## config.mk

```make
export PLATFORM = sky130hd
export DESIGN_NAME = mem_arbiter
export DESIGN_NICKNAME = d
export VERILOG_FILES = /design/src/rtl/mem_arbiter.sv
export SDC_FILE = /design/constraint.sdc
export NUM_CORES = 1
export LEC_CHECK = 0
export CAP_MARGIN = 0
export CORE_MARGIN = 2
export CORE_UTILIZATION = 45
export CTS_CLUSTER_DIAMETER = 80
export DETAILED_ROUTE_END_ITERATION = 16
export HOLD_SLACK_MARGIN = 0.1
export PLACE_DENSITY = 0.76
export SYNTH_ARGS = -nofsm -noshare
export SYNTH_HDL_FRONTEND = slang
export SYNTH_SLANG_ARGS = --single-unit
```

## constraint.sdc

```tcl
create_clock -name clk -period 2.1 [get_ports clk]
set_input_delay 0.21 -clock clk [delete_from_list [all_inputs] [get_ports clk]]
set_output_delay 0.21 -clock clk [all_outputs]
set_load 0.02 [all_outputs]
```

## src/rtl/mem_arbiter.sv

```systemverilog
// Arbitrates a byte-wide synchronous external memory between the fetch and data ports,
// splitting each 32-bit access into four byte cycles and producing the pipeline stalls.
module mem_arbiter #(
    parameter int unsigned ADDR_W = 17
) (
    input  logic              clk,
    input  logic              rst,
    input  logic              rom_valid_i,
    input  logic [31:0]       rom_addr_i,
    output logic [31:0]       rom_data_o,
    output logic              stall_rom_o,
    input  logic              ram_valid_i,
    input  logic              ram_write_i,
    input  logic [3:0]        ram_byte_i,
    input  logic [31:0]       ram_addr_i,
    input  logic [31:0]       ram_wdata_i,
    output logic [31:0]       ram_rdata_o,
    output logic              stall_ram_o,
    output logic [ADDR_W-1:0] ext_addr_o,
    output logic [7:0]        ext_wdata_o,
    output logic              ext_we_o,
    input  logic [7:0]        ext_rdata_i
);

    typedef enum logic [1:0] {StIdle, StRd, StWr, StDone} state_e;

    state_e            state_q, state_d;
    logic [2:0]        cnt_q, cnt_d;
    logic              owner_q, owner_d;
    logic [3:0]        be_q, be_d;
    logic [31:0]       wdata_q, wdata_d;
    logic [ADDR_W-1:0] base_q, base_d;
    logic [23:0]       asm_q, asm_d;
    logic [31:0]       rom_data_q, rom_data_d;
    logic [31:0]       ram_rdata_q, ram_rdata_d;
    logic [ADDR_W-1:0] ext_addr_q, ext_addr_d;
    logic [7:0]        ext_wdata_q, ext_wdata_d;
    logic              ext_we_q, ext_we_d;
    logic [31:0]       wdata_shift;

    // Word offset and address bits beyond the external space are dropped by design.
    logic unused_addr_bits;
    assign unused_addr_bits = ^{rom_addr_i[31:ADDR_W], rom_addr_i[1:0],
                                ram_addr_i[31:ADDR_W], ram_addr_i[1:0]};

    always_comb begin
        state_d     = state_q;
        cnt_d       = cnt_q;
        owner_d     = owner_q;
        be_d        = be_q;
        wdata_d     = wdata_q;
        base_d      = base_q;
        asm_d       = asm_q;
        rom_data_d  = rom_data_q;
        ram_rdata_d = ram_rdata_q;

        unique case (state_q)
            StIdle: begin
                if (ram_valid_i) begin
                    owner_d = 1'b1;
                    be_d    = ram_byte_i;
                    wdata_d = ram_wdata_i;
                    base_d  = {ram_addr_i[ADDR_W-1:2], 2'b00};
                    cnt_d   = 3'd0;
                    state_d = ram_write_i ? StWr : StRd;
                end else if (rom_valid_i) begin
                    owner_d = 1'b0;
                    base_d  = {rom_addr_i[ADDR_W-1:2], 2'b00};
                    cnt_d   = 3'd0;
                    state_d = StRd;
                end
            end
            StRd: begin
                // Read data lags its address by one cycle, so byte n lands at cnt n+1.
                cnt_d = cnt_q + 3'd1;
                case (cnt_q)
                    3'd1: asm_d[7:0]   = ext_rdata_i;
                    3'd2: asm_d[15:8]  = ext_rdata_i;
                    3'd3: asm_d[23:16] = ext_rdata_i;
                    3'd4: begin
                        if (owner_q) ram_rdata_d = {ext_rdata_i, asm_q};
                        else         rom_data_d  = {ext_rdata_i, asm_q};
                        cnt_d   = 3'd0;
                        state_d = StDone;
                    end
                    default: ;
                endcase
            end
            StWr: begin
                if (cnt_q == 3'd3) begin
                    cnt_d   = 3'd0;
                    state_d = StDone;
                end else begin
                    cnt_d = cnt_q + 3'd1;
                end
            end
            StDone: state_d = StIdle;
            default: state_d = StIdle;
        endcase
    end

    // External pins are registered, so they are derived from the next-state view.
    always_comb begin
        ext_addr_d  = '0;
        ext_wdata_d = 8'h00;
        ext_we_d    = 1'b0;
        wdata_shift = wdata_d >> {cnt_d[1:0], 3'b000};
        if ((state_d == StRd && cnt_d <= 3'd3) || state_d == StWr) begin
            ext_addr_d = {base_d[ADDR_W-1:2], cnt_d[1:0]};
        end
        if (state_d == StWr) begin
            ext_wdata_d = wdata_shift[7:0];
            ext_we_d    = be_d[cnt_d[1:0]];
        end
    end

    always_ff @(posedge clk) begin
        if (rst) begin
            state_q     <= StIdle;
            cnt_q       <= 3'd0;
            owner_q     <= 1'b0;
            be_q        <= 4'h0;
            wdata_q     <= 32'h0;
            base_q      <= '0;
            asm_q       <= 24'h0;
            rom_data_q  <= 32'h0;
            ram_rdata_q <= 32'h0;
            ext_addr_q  <= '0;
            ext_wdata_q <= 8'h00;
            ext_we_q    <= 1'b0;
        end else begin
            state_q     <= state_d;
            cnt_q       <= cnt_d;
            owner_q     <= owner_d;
            be_q        <= be_d;
            wdata_q     <= wdata_d;
            base_q      <= base_d;
            asm_q       <= asm_d;
            rom_data_q  <= rom_data_d;
            ram_rdata_q <= ram_rdata_d;
            ext_addr_q  <= ext_addr_d;
            ext_wdata_q <= ext_wdata_d;
            ext_we_q    <= ext_we_d;
        end
    end

    assign rom_data_o  = rom_data_q;
    assign ram_rdata_o = ram_rdata_q;
    assign ext_addr_o  = ext_addr_q;
    assign ext_wdata_o = ext_wdata_q;
    assign ext_we_o    = ext_we_q;

    assign stall_rom_o = ~rst & rom_valid_i & ~(state_q == StDone && !owner_q);
    assign stall_ram_o = ~rst & ram_valid_i & ~(state_q == StDone && owner_q);

endmodule

```

# Word level (Yosys, flattened, before mapping)
# Cells that the tools add are included.
dict set report totals {
  output_inout_bits 92
  latchBits 0
  wordCells 75
  reg_bits 173
  n_memories 0
  mem_bits_ro 0
  ram_bits 0
  in_bits 113
}
dict set report classes {
  muxes 22
  n_bitwise 10
  reduce_logical 15
  n_addsub 1
  n_div 0
  n_mul 0
  magnitude_cmp 2
  n_eq_ne 9
  shifts 1
}
# cell n
set op_table {}
lappend op_table {{$mux 32} 2}
lappend op_table {{$mux 17} 3}
lappend op_table {{$shr 32x5->8} 1}
lappend op_table {{$mux 3} 4}
lappend op_table {{$mux 2} 5}
lappend op_table {{$pmux 3 s3} 1}
lappend op_table {{$mux 4} 2}
lappend op_table {{$pmux 2 s4} 1}
lappend op_table {{$reduce_and 2->1} 4}
lappend op_table {{$eq 2x2->1 const B} 3}
lappend op_table {{$eq 3x2->1 const B} 2}
lappend op_table {{$not 1->1} 6}
lappend op_table {{$reduce_and 3->1} 2}
lappend op_table {{$and 1x1->1} 4}
lappend op_table {{$eq 2x1->1 const B} 2}
lappend op_table {{$reduce_or 2->1} 2}
lappend op_table {{$add 3x1->3 const B} 1}
lappend op_table {{$eq 3x1->1 const B} 1}
lappend op_table {{$eq 3x3->1 const B} 1}
lappend op_table {{$le 3x2->1 const B} 1}
lappend op_table {{$logic_and 1x1->1} 3}
lappend op_table {{$lt 2x3->1 const B} 1}
lappend op_table {{$mux 1} 3}
lappend op_table {{$bmux 1 s2} 1}
lappend op_table {{4 further kinds} 4}

# Depth between registers and ports, before layout
# Gate-level depths: netlist of run 1.
dict set report depth {
  depth_word 8
  depth_mapped 8
  ltp_nobuf 7
}

# Worst setup path before layout of run 1
# No wires, ideal clock.
dict set report synth_path {
  kind {flip-flop to flip-flop}
  from {register cnt_q[0]}
  to {register ext_wdata_q[0] (netlist: ext_wdata_o[0])}
  synth_period_minus_slack_ns 1.820
  stages_incl_launch_ff 9
  path_buffers 2
  arrival_ns 1.703
  required_ns 1.983
  slack_ns 0.280
  setup_ns 0.117
  cell_sequence {dfxtp_1 -> ha_1 -> ha_1 -> clkbuf_1 -> o22ai_1 -> a21o_2 -> buf_6 -> mux2i_1 -> a22o_1}
}
dict set report synth_via {
  elab_chain_len 6
  word_cells_on_any_way 15
  cone_classes {add/sub: 1; eq/ne: 3; shift: 1; mux: 8; bitwise: 1; reduce/logical: 1}
}
# item line
set synth_rtl {}
lappend synth_rtl {{start, declared} 28} ;# logic [2:0] cnt_q, cnt_d;
lappend synth_rtl {{start signal, assigned} 133} ;# cnt_q <= cnt_d;
lappend synth_rtl {{parallel branches: the longest is 6 deep, another holds $add 3x1->3} -}
lappend synth_rtl {{end signal, assigned} 142} ;# ext_wdata_q <= ext_wdata_d;
lappend synth_rtl {{end, declared} 37} ;# logic [7:0] ext_wdata_q, ext_wdata_d;
# Parallel ways; which one is timed is not known.
# A chain may end at the register's enable or synchronous reset.

# Worst setup path in the final report of run 1
dict set report layout_path {
  from {register cnt_q[0]}
  to {register ext_addr_q[4] (netlist: ext_addr_o[4])}
}
dict set report layout_via {
  elab_chain_len 8
  word_cells_on_any_way 18
  cone_classes {add/sub: 1; order compare: 1; eq/ne: 4; mux: 8; bitwise: 1; reduce/logical: 3}
}
# item line
set layout_rtl {}
lappend layout_rtl {{$add 3x1->3 (tied with other cells)} {75, 94}}
lappend layout_rtl {{$mux 3 (tied with other cells)} 90} ;# if (cnt_q == 3'd3) begin
lappend layout_rtl {{$pmux 3 s3 or $pmux 2 s4 (tied branches)} 57} ;# unique case (state_q)
lappend layout_rtl {{$le 3x2->1 or $eq 2x1->1 (tied branches)} 108} ;# if ((state_d == StRd && cnt_d <= 3'd3) || state_d == StWr) begin
lappend layout_rtl {{$logic_and 1x1->1} 108}
lappend layout_rtl {{$logic_or 1x1->1 *} 108}
lappend layout_rtl {{$not 1->1 (no line) *} -}
lappend layout_rtl {{$reduce_or 2->1 (no line) *} -}
lappend layout_rtl {{end signal, assigned} 141} ;# ext_addr_q <= ext_addr_d;
lappend layout_rtl {{end, declared} 36} ;# logic [ADDR_W-1:0] ext_addr_q, ext_addr_d;
# Mark *: on every way between the ends. The rest lies on a longest branch, timed or not.

==> run metrics, run 1 <==
status=complete, no violations; antenna violations before repair=0; final hold violation count=0; DIE HEIGHT=124 µm; metal1 wirelength=7130 µm; Worst path depth=8; router iterations before antenna repair=4; GRT Util Overall=0.222; post-synth top area share=0.531; CP Capture Point=ext_addr_o[4]; largest net degree at the start of global routing=83; Top Family by Delay on Critical Path=compound AO/OA/AOI/OAI gates; RSZ-0062 raised after global routing=yes; Synthesis Warnings=0; cts bufs inserted=17; Top FF cell, synth=dfxtp_1; met3 wire length=1280 µm; Vias/cell=5.10; Peak VDD IR=0.559 mV; Worst path slowest cell=a311oi_1; slowest cell delay on critical path=0.55 ns; fmax=0.506 GHz; initial DRC count=between 300 and 400; Final Critical Period=1.98 ns; leak pwr=about 3.4 nW; clk_skew=0.00776 ns; Area after DPL=~0.0085 mm²; fraction of layout cells with a size suffix above 1=0.0867; Sequential cell area=0.00342 mm²; post-route setup slack=0.124 ns; CTS Root Cell=clkbuf_16; Max-Cap Viols=0; Seq cells post-synth=171; Syn Inst Count=about 740; CP Launch Type=register; TritonCTS clock tree=yes; Worst-Margin Slew=~0.84 ns; pre-CTS WS=-0.0918 ns; Remaining DRCs=0; Via Count=5,683; DIE WIDTH=124 µm; initial core utilization=0.463; area leader, netlist=dfxtp_1; post-DR wirelength/cell=14.7 µm; CP Max Fanout=9; FF-to-FF End=ext_addr_o[4]; CP Class=register to register; Post-synth ARST share=0; Reg2Reg Setup Slack=0.12 ns; die area=between 0.015 and 0.02 mm²; Area Growth Syn to Fin=41.3%; TritonCTS Sinks=171; I/O Buffers=170; Final Slew Violations=0; core area=roughly 0.014 mm²; antenna cell count=0; Worst EP arrival=2.34 ns; Min-Delay Path Class=primary input to register; top post-synthesis cells by area=dfxtp_1 53%, nand2_1 10%, mux2i_1 8.4%, a21oi_1 8.3%, nor2_1 4.4%; final RePlAce weighted congestion=approximately 0.84; later-pin clock latency in the skew report=around 0.43 ns; clock buffer depth=2; Multi-input gate area=0.00276 mm²; top-level I/O count=roughly 210; via count of the first global-routing pass=around 5,300; DRT antenna net count=0; worst endpoint required time=~2.5 ns; DRT Wirelength=16,400 µm; register area share after synthesis=0.531; first-pass GRT wire length=approximately 26,000 µm; R2R depth=8; Site Rows=43; # fillers=about 1,100; Highest Signal Layer=met4; syn avg cell area=8.67 µm²; Critical R2R Launch=cnt_q[0]; hold_buf cts=0; fin util=0.654; Netlist cell types=34; Worst Hold Depth=3; Crit path buffers/inverters=2; Setup crit end kind=register; pwr dens=between 800 and 900 mW/mm²; relative slew slack=0.442; post-CTS setup buffers=0; Setup-failing EPs final=0; Worst-path clk slew=0.06 ns; final hold slack=0.150 ns; H-tree Lvls=4; post-route cell area=0.00912 mm²; Synthesized Nets=863; worst setup path start=cnt_q[0]; Cell Area, Synth=0.00645 mm²; Post-synth EDFFs=0; nets@finish=roughly 1,000; Period Utilization, post-route=0.941; worst path cell trace=inv_1 -> ha_1 -> and2_1 -> nor3_1 -> a311oi_1 -> a31oi_4 -> buf_4 -> nor2_1; total congestion overflow=0; DP HPWL=11,000 µm; met2 WL=7740 µm
## synth_stat cells, drive strengths merged, types with 2 or more instances
cell	count
nor2	77
o22ai	3
nor3	2
dfxtp	171
nand2b	16
or2	3
o211a	2
inv	7
nand3	23
a22o	9
buf	16
and2	4
mux2i	54
and3	3
nor2b	2
a311oi	2
a221oi	14
a21o	2
ha	6
clkbuf	38
nand2	176
a21oi	109
## stage by stage
step / TNS, ns / total power [mW] / cells
after floorplan: 0 / 4.00 / 744
after global placement: -1.02 / 4.41 / 1082
after detailed placement: -1.95 / 4.42 / 1082
after CTS: 0 / 7.70 / 1114
after global routing: -0.00857 / 7.92 / 1114
final: 0 / 7.64 / 1114
## worst min-delay path: cells and delay by family
family,cells,cell delay [ns]
buf+inv,2,0.19
simple gates,1,0.14
## placed cells by master (no fill, tap or decap), types with 2 or more instances in the layout
cell	count
o211a_1	2
clkbuf_8	4
clkdlybuf4s50_1	167
nand2b_1	16
clkinv_4	3
a311oi_1	2
and3_1	3
clkbuf_16	17
a221oi_1	14
a21oi_2	2
and2_1	4
o22ai_1	3
nand3_1	23
mux2i_1	54
bufinv_16	3
or2_2	2
clkbuf_1	3
dlygate4sd2_1	2
buf_12	4
nor3_1	2
ha_1	6
nor2b_1	2
a22o_1	9
nor2_1	75
dfxtp_1	171
nand2_1	176
buf_4	39
inv_1	7
a21oi_1	107
## per-layer routing
metal  vias up  global-route usage
li1       2842                   -
met1      2653               0.280
met2       163               0.351
met3        25              0.0742
met4         0              0.0824
met5         -                   0
## sequential cells by signal (all words and copies together), names as in the netlist
register	count
ram_rdata_o	32
rom_data_o	32
wdata_q	32
asm_q	24
ext_addr_o	17
base_q	15
ext_wdata_o	8
be_q	4
cnt_q	3
state_q	2
ext_we_o	1
owner_q	1
## layout make-up
class / count / area share
clock buffer: 24 / 0.0539
tap: 180 / 0.0247
sequential: 171 / 0.375
timing repair buffer: 212 / 0.226
inverter: 7 / 0.00288
multi-input combinational: 512 / 0.302
clock inverter: 8 / 0.0145
## repair_timing
| item | CTS | global route |
|---|---|---|
| gates resized for setup | 2 | 0 |
| endpoints found under the setup margin | 2 | 1 |
| gates cloned | 0 | 0 |
## how the worst min path moves through the flow
stage / startpoint / endpoint
final: rst / cnt_q[0]
after floorplan: ext_rdata_i[0] / asm_q[0]
after global routing: rst / cnt_q[0]
after CTS: rst / cnt_q[0]
after detailed placement: ram_rdata_o[11] / ram_rdata_o[11]
after global placement: rom_data_o[31] / rom_data_o[31]
## cells by family (layout without fill, tap and decap cells)
| logic type | Yosys count | count (layout) | share of synthesized area |
|---|---|---|---|
| simple gates | 308 | 308 | 0.198 |
| fa+ha+maj | 6 | 6 | 0.0116 |
| buf+inv | 61 | 251 | 0.0427 |
| mux | 54 | 54 | 0.0838 |
| flops | 171 | 171 | 0.531 |
| compound gates | 144 | 144 | 0.133 |
## where the power goes
part / leakage, nW / total, mW / switching, mW / internal (mW)
Sequential: 1.39 / 3.42 / 0.0539 / 3.36
Combinational: 1.66 / 0.934 / 0.459 / 0.475
Clock: 0.301 / 3.28 / 1.27 / 2.01
Total: 3.35 / 7.64 / 1.79 / 5.85
Power figures use the tool's default switching activity.
==> run 2, diff against run 1 <==
--- a/config.mk
+++ b/config.mk
@@ -6,12 +6,14 @@
 export NUM_CORES = 1
 export LEC_CHECK = 0
 export CAP_MARGIN = 0
+export CELL_PAD_IN_SITES_DETAIL_PLACEMENT = 1
+export CELL_PAD_IN_SITES_GLOBAL_PLACEMENT = 1
 export CORE_MARGIN = 2
-export CORE_UTILIZATION = 45
-export CTS_CLUSTER_DIAMETER = 80
+export CORE_UTILIZATION = 34
+export CTS_CLUSTER_DIAMETER = 150
 export DETAILED_ROUTE_END_ITERATION = 16
 export HOLD_SLACK_MARGIN = 0.1
-export PLACE_DENSITY = 0.76
+export PLACE_DENSITY = 0.78
 export SYNTH_ARGS = -nofsm -noshare
 export SYNTH_HDL_FRONTEND = slang
 export SYNTH_SLANG_ARGS = --single-unit
==> run 2 against run 1 <==
  * Maximum frequency grew 1.3%
  * Sequential power is essentially flat
  * Sequential share of layout area shrank 0.45 points
  * Global-route usage shrank 2.3 points
  * Setup slack gained 0.026 ns
  * Largest power group unchanged
==> run metrics, run 2 (synthesis gave the netlist of run 1 again) <==
router iterations before antenna repair=4 (unchanged); initial DRC count=224 (-27%); non-filler cells, final=1,176 (+5.6%); nets@finish=1,049 (+0.87%); most frequent cells in the layout=176 x nand2_1, 169 x dfxtp_1, 167 x clkdlybuf4s50_1; antenna cell count=0 (unchanged); Max-Cap Viols=0 (unchanged); H-tree Lvls=4 (unchanged); post-route cell area=0.00924 mm² (+1.3%); TritonCTS clock tree=yes; grt met2 use=0.347 (-0.00460); worst endpoint required time=2.47 ns (about the same); fin util=0.495 (-0.159); post-route setup slack=0.150 ns (+0.0261 ns); Peak VDD IR=0.581 mV (+4.1%); total congestion overflow=0 (unchanged); Psw=1.86 mW (+4.2%); R2R depth=6 (-2); Via Count=5,775 (+1.6%); RSZ-0062 raised after global routing=no; antenna violations before repair=0 (unchanged); clk_skew=0.0104 ns (+0.00261 ns); core area=0.0186 mm² (+34%); CP Launch Type=register; DRT antenna net count=0 (unchanged); leak pwr=3.39 nW (+1.0%); Min-Delay Path Class=primary input to register; Reg2Reg Setup Slack=0.15 ns (+0.03 ns); Worst EP arrival=2.32 ns (-0.02 ns); Worst Hold Depth=3 (unchanged); worst path cell trace=ha_1 -> ha_1 -> a21boi_0 -> o211a_1 -> and2_1 -> a22o_1; DIE HEIGHT=142 µm (+15%); Top Usage Layer GRT=met2; met3 Use GR=0.0516 (-0.0225); die area=0.0201 mm² (+31%); DRT Wirelength=19,600 µm (+19%); Worst path slowest cell=and2_1; DIE WIDTH=142 µm (+15%); Area after DPL=0.00867 mm² (+2.0%); most common cell after layout, fill and taps aside=nand2_1; Worst-path clk slew=0.07 ns (about the same); Critical R2R Launch=cnt_q[0]; status=complete, no violations; Flop pwr share=0.459 (+0.011); Setup crit end kind=register; slowest cell delay on critical path=0.40 ns (-0.15 ns); pre-CTS WS=-0.148 ns (-0.0558 ns); clock share of power=0.406 (-0.024); cts bufs inserted=17 (unchanged); via count of the first global-routing pass=6,028 (+14%); TritonCTS Sinks=171 (unchanged); M1 GR Usage=0.238 (-0.0422); final RePlAce weighted congestion=0.767 (-9.0%); Site Rows=50 (+16%); Period Utilization, post-route=0.928 (-0.0124); I/O Buffers=170 (unchanged); Comb power frac=0.135 (+0.013); Setup-failing EPs final=0 (unchanged); FF-to-FF End=ext_wdata_o[4]; Final Slew Violations=0 (unchanged); cell repeated most along the worst path=ha_1; later-pin clock latency in the skew report=0.43 ns (about the same); Power Internal=5.60 mW (-4.2%); Vias/cell=4.91 (-3.7%); Area Growth Syn to Fin=43.1%; initial core utilization=0.346 (-0.117); first-pass GRT wire length=31,300 µm (+19%); CP Max Fanout=9 (unchanged); largest net degree at the start of global routing=86 (+3.6%); Worst-Margin Slew=0.902 ns (+0.0641 ns); top-level I/O count=205 (unchanged); fmax=0.513 GHz (+1.3%); post-DR wirelength/cell=16.7 µm (+13%); sw frac=0.250 (+0.0155); worst setup path start=cnt_q[0]; Power Total=7.46 mW (-2.3%); DP Cell Count=1,145 (+5.8%); clock buffer depth=2 (unchanged); CP Capture Point=ext_wdata_o[4]; pwr dens=808 mW/mm² (-3.5%); DP HPWL=13,500 µm (+22%); final hold violation count=0 (unchanged); CP Class=register to register; Final Critical Period=1.95 ns (-0.0261 ns); fraction of layout cells with a size suffix above 1=0.0977 (+0.0109); CTS Root Cell=clkbuf_16; Remaining DRCs=0 (unchanged); GRT Util Overall=0.199 (-0.0227); relative slew slack=0.399 (-0.0428)
## run 2: cell types whose count changed in the layout (fill, tap and decap cells not counted)
cell	before	now
clkbuf_8	4	3
clkbuf_1	3	2
clkinv_4	3	2
clkinvlp_4	1	3
dfxtp_2	0	2
buf_4	39	45
clkinv_2	0	2
dfxtp_1	171	169
dlygate4sd2_1	2	1
buf_12	4	7
dlymetal6s2s_1	0	1
bufinv_16	3	1
## run 2: critical path: cells and delay by family, from the launching register on
family | cells | cell delay, ns
AO/OA/AOI/OAI | 3 | 0.74
adder cells (fa/ha/maj) | 2 | 0.43
flip-flops | 1 | 0.33
AND/OR/NAND/NOR | 1 | 0.40
## run 2: area by class of cell
type	count	area [µm²]
tap	234	293
clock buffer	22	474
timing repair buffer	221	2170
fill	2130	9410
multi-input combinational	512	2760
inverter	7	26.3
sequential	171	3430
clock inverter	9	88.8
## run 2: worst min-delay path by stage
stage | to | start | slack [ns]
3_3_place_gp | rom_data_o[0] | rom_data_o[0] | 0.44
6_report | state_q[1] | rst | 0.15
3_5_place_dp | ram_rdata_o[5] | ram_rdata_o[5] | 0.45
2_1_floorplan | asm_q[0] | ext_rdata_i[0] | 0.35
5_1_grt | cnt_q[0] | rst | 0.17
4_1_cts | state_q[1] | rst | 0.14
## run 2: metal layers
metal | share of wire | routed length, µm | vias up
met3 | 0.062 | 1210 | 18
met1 | 0.43 | 8350 | 2757
li1 | - | - | 2847
met4 | 0.010 | 202 | 0
met5 | 0 | 0 | -
met2 | 0.50 | 9830 | 153
## run 2: per-stage QoR
step / TNS, ns / hold slack (ns)
floorplan: 0 / 0.346
global placement: -1.23 / 0.442
detailed placement: -2.45 / 0.447
CTS: 0 / 0.143
global route: 0 / 0.172
finish: 0 / 0.151
## run 2: power groups by stage
stage	Combinational [mW]	Sequential (mW)	Clock, mW
floorplan	0.496	3.51	0
finish	1.01	3.42	3.03
global placement	0.987	3.49	0
CTS	1.02	3.42	3.10
detailed placement	1.01	3.49	0
global route	1.10	3.43	3.25
## run 2: timing repair
item	4_1_cts	5_1_grt
endpoints found under the hold margin	0	0
endpoints found under the setup margin	2	1
gates resized for setup	3	1
hold buffers	0	0
setup buffers	0	0
